**src/rtl/ifetch_queue.sv**
```systemverilog
// ifetch_queue: instruction-fetch front end.
// Issues one-outstanding sequential fetches to a variable-latency instruction
// memory, buffers returned words with their NPC in a DEPTH-entry FIFO and
// hands them to decode over a valid/ready handshake. An MA-stage redirect
// flushes the queue and any in-flight fetch.
// Optional macro IFQ_BYPASS_EN: when the queue is empty, a returning word
// goes straight to decode in the same cycle instead of being enqueued.
module ifetch_queue #(
  parameter int          DEPTH    = 4,
  parameter logic [31:0] RESET_PC = 32'h0000_0000
) (
  input  logic        CLK,
  input  logic        RST,
  input  logic        redirect,
  input  logic [31:0] redirect_pc,
  output logic        mem_req,
  output logic [31:0] mem_addr,
  input  logic        mem_ack,
  input  logic [31:0] mem_rdata,
  output logic        inst_valid,
  output logic [31:0] inst,
  output logic [31:0] inst_npc,
  input  logic        inst_ready
);

  localparam int PW = $clog2(DEPTH);
  localparam int CW = PW + 1;

  typedef enum logic [1:0] {IDLE, WAIT, DROP} state_t;

  state_t          state_q, state_d;
  logic [31:0]     fetch_pc_q, fetch_pc_d;
  logic [31:0]     req_addr_q, req_addr_d;
  logic [CW-1:0]   count_q, count_d;
  logic [PW-1:0]   rd_ptr_q, rd_ptr_d;
  logic [PW-1:0]   wr_ptr_q, wr_ptr_d;
  logic [31:0]     q_inst_q [DEPTH];
  logic [31:0]     q_npc_q  [DEPTH];

  logic            ack_eff;
  logic            live_ack;
  logic            q_valid;
  logic            bypass;
  logic            push;
  logic            pop;

  // Address increment wraps modulo 2^32.
  function automatic logic [31:0] pc_inc(input logic [31:0] pc);
    return pc + 32'd4;
  endfunction

  // Request generation, handshake decode and head presentation.
  always_comb begin
    mem_req  = !RST && (((state_q == IDLE) && (count_q < CW'(DEPTH)) && !redirect)
                        || (state_q == WAIT) || (state_q == DROP));
    // In DROP the in-flight request keeps its original address even though
    // fetch_pc already points at the redirect target.
    mem_addr = (state_q == DROP) ? req_addr_q : fetch_pc_q;
    ack_eff  = mem_ack && mem_req;
    live_ack = ack_eff && (state_q != DROP) && !redirect;
    q_valid  = (count_q != '0);
`ifdef IFQ_BYPASS_EN
    bypass   = live_ack && !q_valid && inst_ready;
`else
    bypass   = 1'b0;
`endif
    push     = live_ack && !bypass;
    pop      = q_valid && inst_ready && !redirect;

    inst_valid = 1'b0;
    inst       = 32'h0;
    inst_npc   = 32'h0;
    if (!RST) begin
      if (bypass) begin
        inst_valid = 1'b1;
        inst       = mem_rdata;
        inst_npc   = pc_inc(fetch_pc_q);
      end else if (q_valid) begin
        inst_valid = 1'b1;
        inst       = q_inst_q[rd_ptr_q];
        inst_npc   = q_npc_q[rd_ptr_q];
      end
    end
  end

  // Next-state for the fetch FSM, fetch PC and queue bookkeeping.
  always_comb begin
    state_d    = state_q;
    fetch_pc_d = fetch_pc_q;
    req_addr_d = (state_q == IDLE) ? fetch_pc_q : req_addr_q;
    count_d    = count_q;
    rd_ptr_d   = rd_ptr_q;
    wr_ptr_d   = wr_ptr_q;

    unique case (state_q)
      IDLE: if (mem_req && !mem_ack) state_d = WAIT;
      WAIT: begin
        if (redirect)     state_d = mem_ack ? IDLE : DROP;
        else if (mem_ack) state_d = IDLE;
      end
      DROP: if (mem_ack) state_d = IDLE;
      default: state_d = IDLE;
    endcase

    if (redirect) begin
      fetch_pc_d = redirect_pc & 32'hFFFF_FFFC;
      count_d    = '0;
      rd_ptr_d   = '0;
      wr_ptr_d   = '0;
    end else begin
      if (live_ack) fetch_pc_d = pc_inc(fetch_pc_q);
      if (push)     wr_ptr_d   = wr_ptr_q + PW'(1);
      if (pop)      rd_ptr_d   = rd_ptr_q + PW'(1);
      count_d = count_q + CW'(push) - CW'(pop);
    end
  end

  // State registers and queue storage, cleared by synchronous reset.
  always_ff @(posedge CLK) begin
    if (RST) begin
      state_q    <= IDLE;
      fetch_pc_q <= RESET_PC;
      req_addr_q <= RESET_PC;
      count_q    <= '0;
      rd_ptr_q   <= '0;
      wr_ptr_q   <= '0;
      for (int i = 0; i < DEPTH; i++) begin
        q_inst_q[i] <= 32'h0;
        q_npc_q[i]  <= 32'h0;
      end
    end else begin
      state_q    <= state_d;
      fetch_pc_q <= fetch_pc_d;
      req_addr_q <= req_addr_d;
      count_q    <= count_d;
      rd_ptr_q   <= rd_ptr_d;
      wr_ptr_q   <= wr_ptr_d;
      if (push) begin
        q_inst_q[wr_ptr_q] <= mem_rdata;
        q_npc_q[wr_ptr_q]  <= pc_inc(fetch_pc_q);
      end
    end
  end

endmodule

```
**config.mk**
```make
export PLATFORM = sky130hd
export DESIGN_NAME = ifetch_queue
export DESIGN_NICKNAME = d
export VERILOG_FILES = /design/src/rtl/ifetch_queue.sv
export SDC_FILE = /design/constraint.sdc
export NUM_CORES = 1
export LEC_CHECK = 0
export ABC_AREA = 1
export CAP_MARGIN = 20
export CORE_AREA = 3 3 217 219
export CTS_CLUSTER_DIAMETER = 120
export DETAILED_ROUTE_END_ITERATION = 6
export DIE_AREA = 0 0 220 222
export GPL_ROUTABILITY_DRIVEN = 0
export MAX_ROUTING_LAYER = met4
export PLACE_DENSITY_LB_ADDON = 0.25
export REMOVE_ABC_BUFFERS = 1
export SYNTH_ARGS = -nofsm -noshare
export SYNTH_HDL_FRONTEND = slang
export SYNTH_SLANG_ARGS = --single-unit
```
**constraint.sdc**
```tcl
create_clock -name CLK -period 8.7 [get_ports CLK]
set_input_delay 0.87 -clock CLK [delete_from_list [all_inputs] [get_ports CLK]]
set_output_delay 0.87 -clock CLK [all_outputs]
set_load 0.005 [all_outputs]
```
Word level (Yosys, flattened, before mapping):

Memories as Yosys holds them, arrays and structs flattened. A register that Yosys moved wholly into a read port is not among the register bits.
Index checks and enable logic that the tools add are counted.
W data, S select, Z words.

* $add $sub $neg: 5
* magnitude comparators: 1
* equality and inequality tests: 4
* mux-type cells: 29
* reduce and logical (&&, ||, !) cells: 20

Operator list (number)
* $mux W32: 9
* $reduce_or A32 Y1: 2
* $add A32 B3 Y32 const B: 1
* $mux W2: 10
* $logic_and A1 B1 Y1: 9
* $mux W1: 9
* $pmux W2 S3: 1
* $add A2 B1 Y2 const B: 2
* $add A3 B1 Y3: 1
* $logic_not A1 Y1: 3
* $lt A3 B3 Y1 const B: 1
* $reduce_bool A3 Y1: 1
* $sub A3 B1 Y3: 1
* $eq A2 B1 Y1 const B: 1
* $eq A2 B2 Y1 const B: 1
* $logic_not A2 Y1: 1
* $logic_or A1 B1 Y1: 2
* $ne A2 B1 Y1 const B: 1
* $ne A2 B2 Y1 const B: 1
* $reduce_bool A2 Y1: 1
* $reduce_or A2 Y1: 1

* bits in registers: 73
* bits in writable memories: 256
* input bits: 69
* output and inout bits: 98
* word-level logic and storage cells: 68
* memories: 2

Memories
* q_inst_q: depth 4, bits a word 32, read ports 1, clocked after Yosys merged registers in 1, write ports 4, line 37 `logic [31:0] q_inst_q [DEPTH];`
* q_npc_q: depth 4, bits a word 32, read ports 1, clocked after Yosys merged registers in 1, write ports 4, line 38 `logic [31:0] q_npc_q [DEPTH];`

Depth between registers and ports, before layout:

Gate-level depths: netlist (run 1).

* depth in word-level cells: 14
* mapped depth: 15
* mapped depth without buffers: 12

Worst setup path before layout (run 1):

OpenSTA, ideal clock, no wires.

* path type: input to register
* from: in redirect
* to: mem q_inst_q[3][0], enable pin
* setup time: 485 ps
* arrival time: 4526 ps
* data required time: 8215 ps
* setup slack: 3689 ps
* cell stages on the path: 8
* buffers on the path: 3
* cells stage by stage: buf_2 o21ai_2 nand2_2 nor2_8 inv_2 buf_2 buf_2 o31ai_2

RTL lines
* start: declaration: line 14 `input logic redirect,`
* end: declaration: line 37

==> impl.org, run 1 <==
** Run status
- The run finished with clean final reports.

** Global routing
- The number of antenna violations at the first check in global routing was 0.
- The total overflow left after global routing is 0.
- GRT Total Usage :: 18.0%
- The via count of the first global-routing pass is 11700.
- Entering global routing, the biggest net connects 103 pins.
- The first global-routing pass estimated 66000 um of wire.

** Timing
- Top achievable clock speed :: 224 MHz
- Total Negative Setup Slacks :: 0 ns
- Post-Route Skew :: 0.0142 ns
- The number of max-slew violations in the final report came to 0.
- Relative slew margins :: 30.2%
- Final setup viols :: 0
- The number of hold violations in the final report is 0.
- After layout, the worst path uses 51.4% of the clock period.
- Final min period :: 4.47 ns
- For the pin with the worst max-slew slack, the measured transition is 1.05 ns.
- RSZ-0062 raised after global routing :: false

** Floorplanning
- In this run the core area contains 78 standard-cell rows.
- 167 I/O pins were placed.
- Die area :: 0.0488 mm^2
- Die height :: 222 um
- Horizontal die dimension :: 220 um
- Once the floorplan was initialized, standard cells occupied 32.9% of the core.
- Area of the core :: 0.0453 mm^2

** CTS
- Clock tree from TritonCTS :: done
- Buffer cell driving the clock tree root :: clkbuf_16
- The clock passes through at most 3 buffers.
- CTS HTree Levels :: 2
- Total setup buffers inserted after CTS :: 0
- For this design, the sink count on the clock tree is 319.
- Post-CTS repair changed the size of 0 cells.
- Number of clock buffers inserted by TritonCTS :: 37
- Clock transition at path regs :: 0.06 ns
- Number of hold buffers added after CTS :: 0
- The later pin in the worst-skew pair is clocked with a latency of 0.53 ns.

** Pwr
- Per report_power, the clock group accounts for 43.4% of the total.
- Pwr/cell area :: 191 mW/mm^2
- Summing internal, switching and leakage power gives 3.48 mW.
- For this design the static power due to leakage is 6.82 nW.
- Internal power of the cells :: 2.69 mW
- Worst IR Drop VDD :: 0.0984 mV
- Per report_power, the sequential group accounts for 49.9% of the total.
- Sw Pwr :: 0.787 mW
- Sw frac :: 22.6%
- Combinational cell fraction of total power :: 6.7%

** Synth
- Number of warnings reported in the yosys synthesis log :: 0
- Synthesis instantiated 31 different standard cells from the library.
- The share of synthesized area in the top cell type comes to 50.0%.
- Number of synthesized flops with an enable pin :: 248
- Ranking of synthesized cells by instance count :: nor2_1, edfxtp_1, nand2_1
- Summing the sequential cell areas from Yosys gives 59.5% of the chip area.
- For this run, the leading register cell type out of synthesis is edfxtp_1.
- The synthesized design spends more area on one cell type than any other, namely edfxtp_1.
- Synthesis handed over a netlist of 1727 instances.
- Syn_area_per_cell :: 8.63 um^2
- After synthesis, the cell types taking the most area are edfxtp_1, nor2_1, dfxtp_1.
- The cell area that synthesis handed to floorplanning was 0.0149 mm^2.
- Share of synthesized flip-flops with an asynchronous set or reset :: 0%
- In the post-synthesis netlist, the cell with the most instances is nor2_1.
- #FFs+latches synth :: 319

** Finish
- Share of layout cells above drive strength 1 :: 5.56%
- The area growth from synthesis to layout is 22.1%.
- Sequential cell area :: 0.00887 mm^2
- At the end of the flow, the number of nets in the layout was 1916.
- Counting the fill cells in the layout gives 4542.
- 0 antenna diodes ended up in the layout.
- The finished layout holds 2472 standard cells, fillers aside.
- Total area of multi-input combinational cells :: 0.00496 mm^2

** Critical path
- Cell with the most instances on the worst path :: buf_4
- Data arrival, critical path :: 3.60 ns
- The worst setup path is launched from a flip-flop.
- Cell-by-cell listing of the critical path :: buf_4, clkinv_2, buf_4, o21ai_0, a21oi_1, clkdlybuf4s50_1
- STA puts the critical path data required time at 7.83 ns.
- STA classifies the critical path endpoint as an output port.
- Max FO, Critical Path :: 102
- Slowest-stage cell, CP :: buf_4
- The worst setup path is of the flip-flop to output port kind.
- Delay of the slowest critical-path stage :: 0.79 ns

** Route
- Routed via count :: 11700
- Summed over all layers, the routed wires come to 43000 um.
- Detailed router's first-iteration violation count :: 830
- In the routed design, unresolved DRC markers number 0.
- In this run the remaining antenna-violating nets after routing total 0.
- First-pass iteration count of the detailed router :: 5
- Final routed wire length divided by cell count :: 17.4 um
- Dividing the detail-routed via count by the number of cells gives 4.74.

** Placement
- Detailed placement ended at an HPWL of 25200 um.
- Instance count after placement with tap cells included :: 2402
- Port buffer count :: 160

** Job
- Max-cap viol count :: 0

** Worst hold path
- The min-delay analysis places its worst path in the category flip-flop to flip-flop.
[layout by cell type (no fill, tap or decap), drive strengths merged]
master	count
nor2	548
edfxtp	248
nand2	184
o21ai	181
inv	178
clkdlybuf4s50	160
a21oi	151
dfxtp	71
clkbuf	52
nand3	21
buf	17
clkinv	14
nor3	13
xor2	10
a31oi	7
conb	4
ha	3
nand4	2
a22oi	2
o31ai	1
o2111a	1
mux2	1
fa	1
bufinv	1
clkinvlp	1
[power by group through the flow]
| stage | clock (mW) | sequential [mW] | combinational [mW] |
|---|---|---|---|
| after floorplan | 0 | 1.76 | 0.119 |
| after global placement | 0 | 1.76 | 0.232 |
| after detailed placement | 0 | 1.77 | 0.234 |
| after CTS | 1.54 | 1.73 | 0.236 |
| after global routing | 1.60 | 1.74 | 0.264 |
| final | 1.51 | 1.73 | 0.234 |
[critical path: cells and delay by family, from the launching register on]
kind,cells,cell delay [ns]
flops,1,0.33
buf+inv,4,2.01
compound gates,2,0.61
[per-stage QoR]
| stage | setup slack (ns) | cell area [um^2] | hold WS [ns] | utilization (%) |
|---|---|---|---|---|
| finish | 4.23 | 18200 | 0.467 | 40.2 |
| global route | 3.98 | 18200 | 0.516 | 40.2 |
| CTS | 4.22 | 18100 | 0.466 | 40.1 |
| detailed placement | 3.70 | 17000 | 0.458 | 37.5 |
| global placement | 3.74 | 17000 | 0.452 | 37.5 |
| floorplan | 3.48 | 14500 | 0.436 | - |
[cell type report]
type	count	area share, %
flip-flops and latches	319	48.8
multi-input cells	1130	27.3
repair buffers	177	9.68
clock buffers	52	5.92
well taps	600	4.13
inverters	178	3.69
clock inverters	16	0.557
[flip-flops by register name, indices dropped and copies added, names as in the netlist, named ones only]
| signal | count |
|---|---|
| fetch_pc_q | 30 |
| req_addr_q | 30 |
| count_q | 3 |
| q_npc_q | 120 |
| wr_ptr_q | 2 |
| q_inst_q | 128 |
| state_q | 2 |
| rd_ptr_q | 2 |
[metal layers]
layer,track usage (%),wire length (um),up-vias
li1,-,-,5832
met1,23.3,19400,5514
met2,29.2,20300,302
met3,2.78,2200,71
met4,5.19,1070,0
met5,-,0,-
[path summary, 6_finish.rpt]
check	start	slack (ns)	endpoint	cells after the start
max	flip-flop	4.23	inst_npc[14]	6
min	wr_ptr_q[0]	0.47	wr_ptr_q[0]	2
max reg2reg	state_q[1]	5.49	count_q[2]	13
min reg2reg	wr_ptr_q[0]	0.47	wr_ptr_q[0]	2
[kinds of logic after synthesis]
group,Yosys count,share of synthesized area (%)
AO/OA/AOI/OAI,343,11.7
XOR/XNOR,10,0.588
adder cells (fa/ha/maj),4,0.386
buffers and inverters,281,7.49
flip-flops,319,59.5
multiplexers,1,0.0756
other,1,0.0252
AND/OR/NAND/NOR,768,20.2
Power figures use the tool's default switching activity.
==> run 2, diff against run 1 <==
==> constraint.sdc (replaced) <==
create_clock -name CLK -period 3.8 [get_ports CLK]
set_input_delay 0.38 -clock CLK [delete_from_list [all_inputs] [get_ports CLK]]
set_output_delay 0.38 -clock CLK [all_outputs]
set_load 0.005 [all_outputs]
==> impl.org, run 2 (synthesized netlist as in run 1, its figures left out) <==
** Critical path
- Grouping stages by cell kind, the critical path spends the most delay in buffers and inverters.
- In this run the worst path has a maximum fanout of 37.
- The critical path contains buffers and inverters numbering 3 combined.
- The worst setup path is launched from a flip-flop.
- Data on the critical path arrives at its endpoint at 2.85 ns.
- STA classifies the critical path endpoint as an output port.
- Counting cells, the worst reg-to-reg path comes to 8.
- Launching element of the worst setup path :: count_q[2]
- Slowest-stage cell, CP :: inv_2
- Counting buffers and inverters, the worst setup path is 6 cells deep.
- The worst register-to-register path has a setup slack of 1.24 ns.
- For this run, the slowest stage of the critical path takes 0.68 ns.
- Required time worst endpoint :: 3.42 ns
- Cell-by-cell listing of the critical path :: nor3_1, nor2_1, inv_2, buf_4, a21oi_1, clkdlybuf4s50_1
- The critical path ends at inst[26].
- The critical path is of the flip-flop to output port type.
- Critical register-to-register path endpoint :: q_npc_q[0][18]
- The worst register-to-register path begins at fetch_pc_q[2].

** CTS
- CTS HTree Levels :: 2
- Number of clock buffers inserted by TritonCTS :: 36
- Post-cts sizing count :: 0
- Clock sink count :: 319
- Buffer cell driving the clock tree root :: clkbuf_16
- Clock transition at path regs :: 0.06 ns
- The number of setup buffers added after CTS is 0.
- Number of hold buffers added after CTS :: 0
- Clock latency at the later pin of the worst-skew pair :: 0.52 ns
- The longest clock path from root to sink contains 3 buffers.
- TritonCTS built the clock tree.

** Finish
- Fill cells in the final layout number 4609.
- With fillers left out, the area of the finished cells amounts to 0.0182 mm^2.
- 0 antenna diodes ended up in the layout.
- The register with the most flip-flops in the layout has 128 of them.
- The largest registers in the layout are q_inst_q: 128 flops, q_npc_q: 120 flops.
- Commonest cells after routing, fill and taps aside :: nor2_1, edfxtp_1, o21ai_0, nand2_1, inv_1
- Excluding fillers, the count of instances in the completed layout stands at 2480.
- The library cell used most frequently in the layout, excluding fill and tap cells, is nor2_1.
- Final core utilization :: 40.2%
- In the final design database the tool counted 1926 nets.
- Largest Register :: q_inst_q
- Area growth from synthesis to layout :: 22.2%
- Of the cells placed in the final design, the portion with a size suffix greater than 1 is 5.48%.

** Floorplanning
- Pin placement for this block handled 167 I/O pins.
- Measured along the x axis, the die boundary spans 220 um.
- Measured along the y axis, the die boundary spans 222 um.
- In this run the standard cell core region covers 0.0453 mm^2.
- The floorplan step defined a die boundary enclosing 0.0488 mm^2.
- Once the floorplan was initialized, standard cells occupied 32.9% of the core.
- # rows :: 78

** Timing
- Top achievable clock speed :: 310 MHz
- Adding up every negative setup slack in the final design gives 0 ns.
- At the pin with the least slew margin, the transition time is 1.06 ns.
- Of the available clock period, the critical path in the final layout requires 85.0%.
- The number of hold violations in the final report came to 0.
- Counting I/O delays and the setup requirement, the final critical path takes 3.23 ns.
- The clock arrives with 0.0214 ns of skew.
- Setup violations remaining at the end of the flow were counted as 0.
- Setup repair after global routing left no endpoint under its margin.
- Headroom to the max-slew limit came out at 29.2%.
- Final count of pins violating max slew :: 0

** Job
- Max-cap violations in this run came to 0.

** Global routing
- Wire length of the first global-routing pass :: 66300 um
- GRT Total Usage :: 17.9%
- The via count of the first global-routing pass came to 11500.
- The number of antenna violations at the first check in global routing came to 0.
- Entering global routing, the biggest net connects 125 pins.
- Congestion Overflow GR :: 0

** Placement
- Cell area after placement :: 0.0171 mm^2
- Input and output buffers added on the ports amount to 160.
- Half-perimeter wire length after placement :: 26800 um
- Instance count after placement with tap cells included :: 2415

** Route
- The detailed router finished its first iteration with 789 violations.
- For this block, the via count after detailed routing is 11800.
- Vias per Instance :: 4.77
- Final routed wire length divided by cell count :: 17.4 um
- # DRC :: 0
- First-pass iteration count of the detailed router :: 5
- The routed design has 43300 um of wire.
- In this run the remaining antenna-violating nets after routing total 0.

** Pwr
- Leakage dissipation :: 6.81 nW
- IR analysis of the VDD net gives a maximum drop of 0.245 mV.
- Total power of the final layout :: 7.74 mW
- Power spread over the standard cell area amounts to 425 mW/mm^2.

** Worst hold path
- Origin of the worst min-delay path :: redirect_pc[10]
- The min-delay analysis places its worst path in the category input pin to flip-flop.

** Run status
- The run finished with clean final reports.
-- run 2: changes by cell type in the layout (fill, tap and decap cells not counted), moves of 3 or more --
cell	change
clkbuf_8	-3
buf_4	+8
buf_12	+4
clkbuf_1	+9
clkbuf_16	-3
clkinv_2	-5
-- run 2: stage by stage --
| stage | hold WS [ns] | setup slack, ns |
|---|---|---|
| after global placement | 0.446 | 0.700 |
| final | 0.472 | 0.572 |
| after CTS | 0.463 | 0.485 |
| after global routing | 0.498 | 0.368 |
| after detailed placement | 0.459 | 0.658 |
| after floorplan | 0.436 | -0.936 |
-- run 2: area by class of cell --
cell class / count / area (um^2) / area share, %
clock buffer: 54 / 990 / 5.44
clock inverter: 11 / 77.6 / 0.426
inverter: 178 / 672 / 3.69
multi-input combinational: 1130 / 4960 / 27.3
sequential: 319 / 8870 / 48.8
tap: 600 / 751 / 4.13
timing repair buffer: 188 / 1870 / 10.3
-- run 2: worst min-delay path by stage --
stage | slack (ns) | to | cells after the start
after floorplan | 0.44 | flip-flop | 2
after global placement | 0.45 | flip-flop | 2
after global routing | 0.50 | fetch_pc_q[9] | 3
after CTS | 0.46 | fetch_pc_q[10] | 3
final | 0.47 | fetch_pc_q[10] | 3
after detailed placement | 0.46 | flip-flop | 2
-- run 2: metal layers --
layer	vias up	global-route usage [%]	part of all wire (%)
met5	-	-	0
met3	73	1.84	3.9
met1	5602	24.3	47
li1	5861	-	-
met2	293	28.9	47
met4	0	4.40	2.3
-- run 2: tightest hold or removal path, delay by kind of cell --
kind                   cells  cell delay [ns]
and+or+nand+nor            1             0.07
AOI/OAI and AO/OA          1             0.08
buffers and inverters      1             0.40
-- run 2: report_power, final --
group | internal (mW) | leakage (nW) | total, mW | switching (mW)
Clock | 1.87 | 0.512 | 3.22 | 1.35
Sequential | 3.91 | 3.15 | 3.97 | 0.0630
Combinational | 0.212 | 3.15 | 0.550 | 0.338
==> run 3, diff against run 2 <==
==> constraint.sdc (replaced) <==
create_clock -name CLK -period 2.65 [get_ports CLK]
set_input_delay 0.265 -clock CLK [delete_from_list [all_inputs] [get_ports CLK]]
set_output_delay 0.265 -clock CLK [all_outputs]
set_load 0.005 [all_outputs]
==> impl.org, run 3 (synthesized netlist as in run 1, its figures left out) <==
** Run status
- The run finished, with violations left.
- The final reports fail on negative setup slack.

** CTS
- Total setup buffers inserted after CTS :: 0
- Clock latency at the later pin of the worst-skew pair :: 0.53 ns
- Max Buffers Root-to-Sink :: 3
- CTS HTree Levels :: 2
- Clock tree from TritonCTS :: done
- Counting every sink on the clock net gives 319.
- Clock transition at path regs :: 0.06 ns
- Buffer cell driving the clock tree root :: clkbuf_16
- In this run, CTS created clock tree buffers numbering 37.

** Pwr
- Across the VDD grid, the largest voltage drop is 0.351 mV.
- Sw Pwr :: 2.62 mW
- Pwr/cell area :: 635 mW/mm^2
- Cell internal power was estimated by the tool at 9.29 mW.
- Per report_power, the combinational group accounts for 6.9% of the total.
- Portion of total power attributed to the clock network :: 45.3%
- Summing internal, switching and leakage power gives 11.9 mW.
- Sw frac :: 22.0%
- In this run the static leakage power is 7.14 nW.
- Per report_power, the sequential group accounts for 47.7% of the total.

** Timing
- In the final timing run, aggregate negative setup slack is -0.0430 ns.
- Final Hold Violating Endpoints :: 0
- Final setup viols :: 1
- Setup slack on the critical path of the routed design comes to -0.0430 ns.
- RSZ-0062 raised after global routing :: true
- For the final database, setup skew stands at 0.0141 ns.
- At the pin with the least slew margin, the transition time is 0.986 ns.
- Top achievable clock speed :: 371 MHz
- The smallest clock period supported by the final layout is computed as 2.69 ns.
- Final count of pins violating max slew :: 0
- In this run the tightest slew margin relative to its limit is 34.0%.
- Portion of the clock cycle consumed by the worst path in the final layout :: 102%

** Critical path
- For flop-to-flop paths, the worst setup slack is 0.50 ns.
- In this run the critical register-to-register path is captured at q_inst_q[2][9].
- Along the worst path, the maximum fanout reaches 88.
- Kind of critical path :: flip-flop to output port
- STA classifies the critical path startpoint as a flip-flop.
- Slowest-stage cell, CP :: clkdlybuf4s50_1
- The largest single stage delay on the critical path is 0.47 ns.
- Number of cell instances on the worst register-to-register path :: 11
- Walking the worst path, the cells encountered are clkinv_2, buf_16, o21ai_0, a21oi_1, clkdlybuf4s50_1.
- The startpoint identified for the worst register-to-register timing path is state_q[1].
- Required time worst endpoint :: 2.38 ns
- STA classifies the critical path endpoint as an output port.
- At the worst endpoint, the arrival time is 2.43 ns.

** Placement
- In this run the tool buffered the top-level ports with 160 buffer cells.
- Half-perimeter wire length after placement :: 27100 um

** Finish
- The filler cells instantiated in the layout total 4526.
- The largest registers in the layout are q_inst_q: 128 flops, q_npc_q: 120 flops.
- In the final layout, flip-flops and latches occupy 0.00887 mm^2.
- Summing all multi-input logic gate instances after layout gives 0.00500 mm^2.
- Commonest cells after routing, fill and taps aside :: nor2_1, edfxtp_1, o21ai_0, nand2_1, inv_1
- q_inst_q holds more flip-flops than any other register.
- The repair_antennas step left the layout with diodes totalling 0.
- Net count reported at finish :: 1942
- Number of flip-flops under the largest register name :: 128
- Area growth from synthesis to layout :: 25.9%
- Share of layout cells above drive strength 1 :: 7.64%
- Leaving out fill and tap cells, the most frequent cell in the layout is nor2_1.

** Floorplanning
- The floorplan step defined a die boundary enclosing 0.0488 mm^2.
- Io pins :: 167
- Die height :: 222 um
- Once the floorplan was initialized, standard cells occupied 32.9% of the core.
- From left edge to right edge, the die measures 220 um.
- # rows :: 78
- The core region is 0.0453 mm^2.

** Global routing
- The number of antenna violations at the first check in global routing came to 0.
- Wire length of the first global-routing pass :: 67300 um
- Pin count of the biggest net entering global routing :: 89
- Congestion Overflow GR :: 0
- Via count of the first global-routing pass :: 11900
- Global routing used 18.1% of the available tracks across all layers.

** Route
- In the final routed layout, each cell accounts on average for 17.5 um.
- The pre-antenna-repair detailed-routing pass consisted of 5 iterations.
- After the first detailed-routing iteration, the DRC count stood at 751.
- The routed design has 43700 um of wire.
- Routed via count :: 11900
- Remaining antenna violation count after routing :: 0
- # DRC :: 0
- Vias per Instance :: 4.76

** Job
- Across the run, the number of max-cap violations was 0.

** Worst hold path
- The worst hold path belongs to the class input pin to flip-flop.
- In this run the most critical hold path is launched from redirect_pc[10].
- Hold Path Cell Cnt :: 3
- For hold timing, the worst endpoint is fetch_pc_q[10].
## run 3: cell types whose count changed in the layout (fill, tap and decap cells not counted), sizes merged
cell           before  now
clkinv              9   12
clkdlybuf4s50     160  156
dlymetal6s2s        0    4
bufinv              1    5
clkbuf             54   51
inv               179  178
buf                28   43
## run 3: power by group through the flow
stage	registers [mW]	clock network [mW]	logic, mW
2_1_floorplan	5.78	0	0.390
3_3_place_gp	5.78	0	0.827
3_5_place_dp	5.79	0	0.832
4_1_cts	5.68	5.52	0.840
5_1_grt	5.71	5.72	0.925
6_report	5.68	5.40	0.826
## run 3: per-layer routing
| layer | routed length, um | global-route usage, % | vias up |
|---|---|---|---|
| met2 | 20600 | 29.3 | 355 |
| met4 | 913 | 4.55 | 0 |
| li1 | - | - | 5883 |
| met1 | 19800 | 24.1 | 5578 |
| met5 | 0 | - | - |
| met3 | 2430 | 2.66 | 68 |
## run 3: area by class of cell
class | instances | area share [%]
Clock buffer | 51 | 5.83
Clock inverter | 17 | 1.09
Inverter | 178 | 3.61
Multi-Input combinational cell | 1130 | 26.7
Sequential cell | 319 | 47.3
Tap cell | 600 | 4.00
Timing Repair Buffer | 203 | 11.4
## run 3: critical path: cells and delay by family (launching register included)
kind / cells / cell delay (ns)
flops: 1 / 0.44
buf+inv: 3 / 0.80
compound gates: 2 / 0.55
## run 3: repair_timing
action	4_1_cts	5_1_grt
hold buffers	0	0
gates resized for setup	14	10
setup endpoints to repair	53	39
pin swaps	0	0
## run 3: per-stage QoR
stage	setup slack (ns)	instance area (um^2)	utilization [%]	std cells	hold WS, ns
CTS	0.000290	18700	41.3	2498	0.333
finish	-0.0430	18700	41.4	2498	0.355
detailed placement	0.0783	17400	38.4	2430	0.448
global placement	0.0882	17400	38.4	2430	0.446
global route	-0.0757	18700	41.4	2498	0.359
floorplan	-2.09	14500	-	1627	0.334
## run 3: worst max-delay path by stage
| stage | startpoint | end | cells after the start |
|---|---|---|---|
| 6_report | flip-flop | inst_npc[22] | 5 |
| 5_1_grt | flip-flop | inst_npc[2] | 5 |
| 4_1_cts | count_q[2] | inst_npc[19] | 6 |
| 3_5_place_dp | RST | q_inst_q[2][2] | 12 |
| 3_3_place_gp | RST | q_inst_q[2][16] | 12 |
| 2_1_floorplan | state_q[1] | q_inst_q[3][0] | 6 |
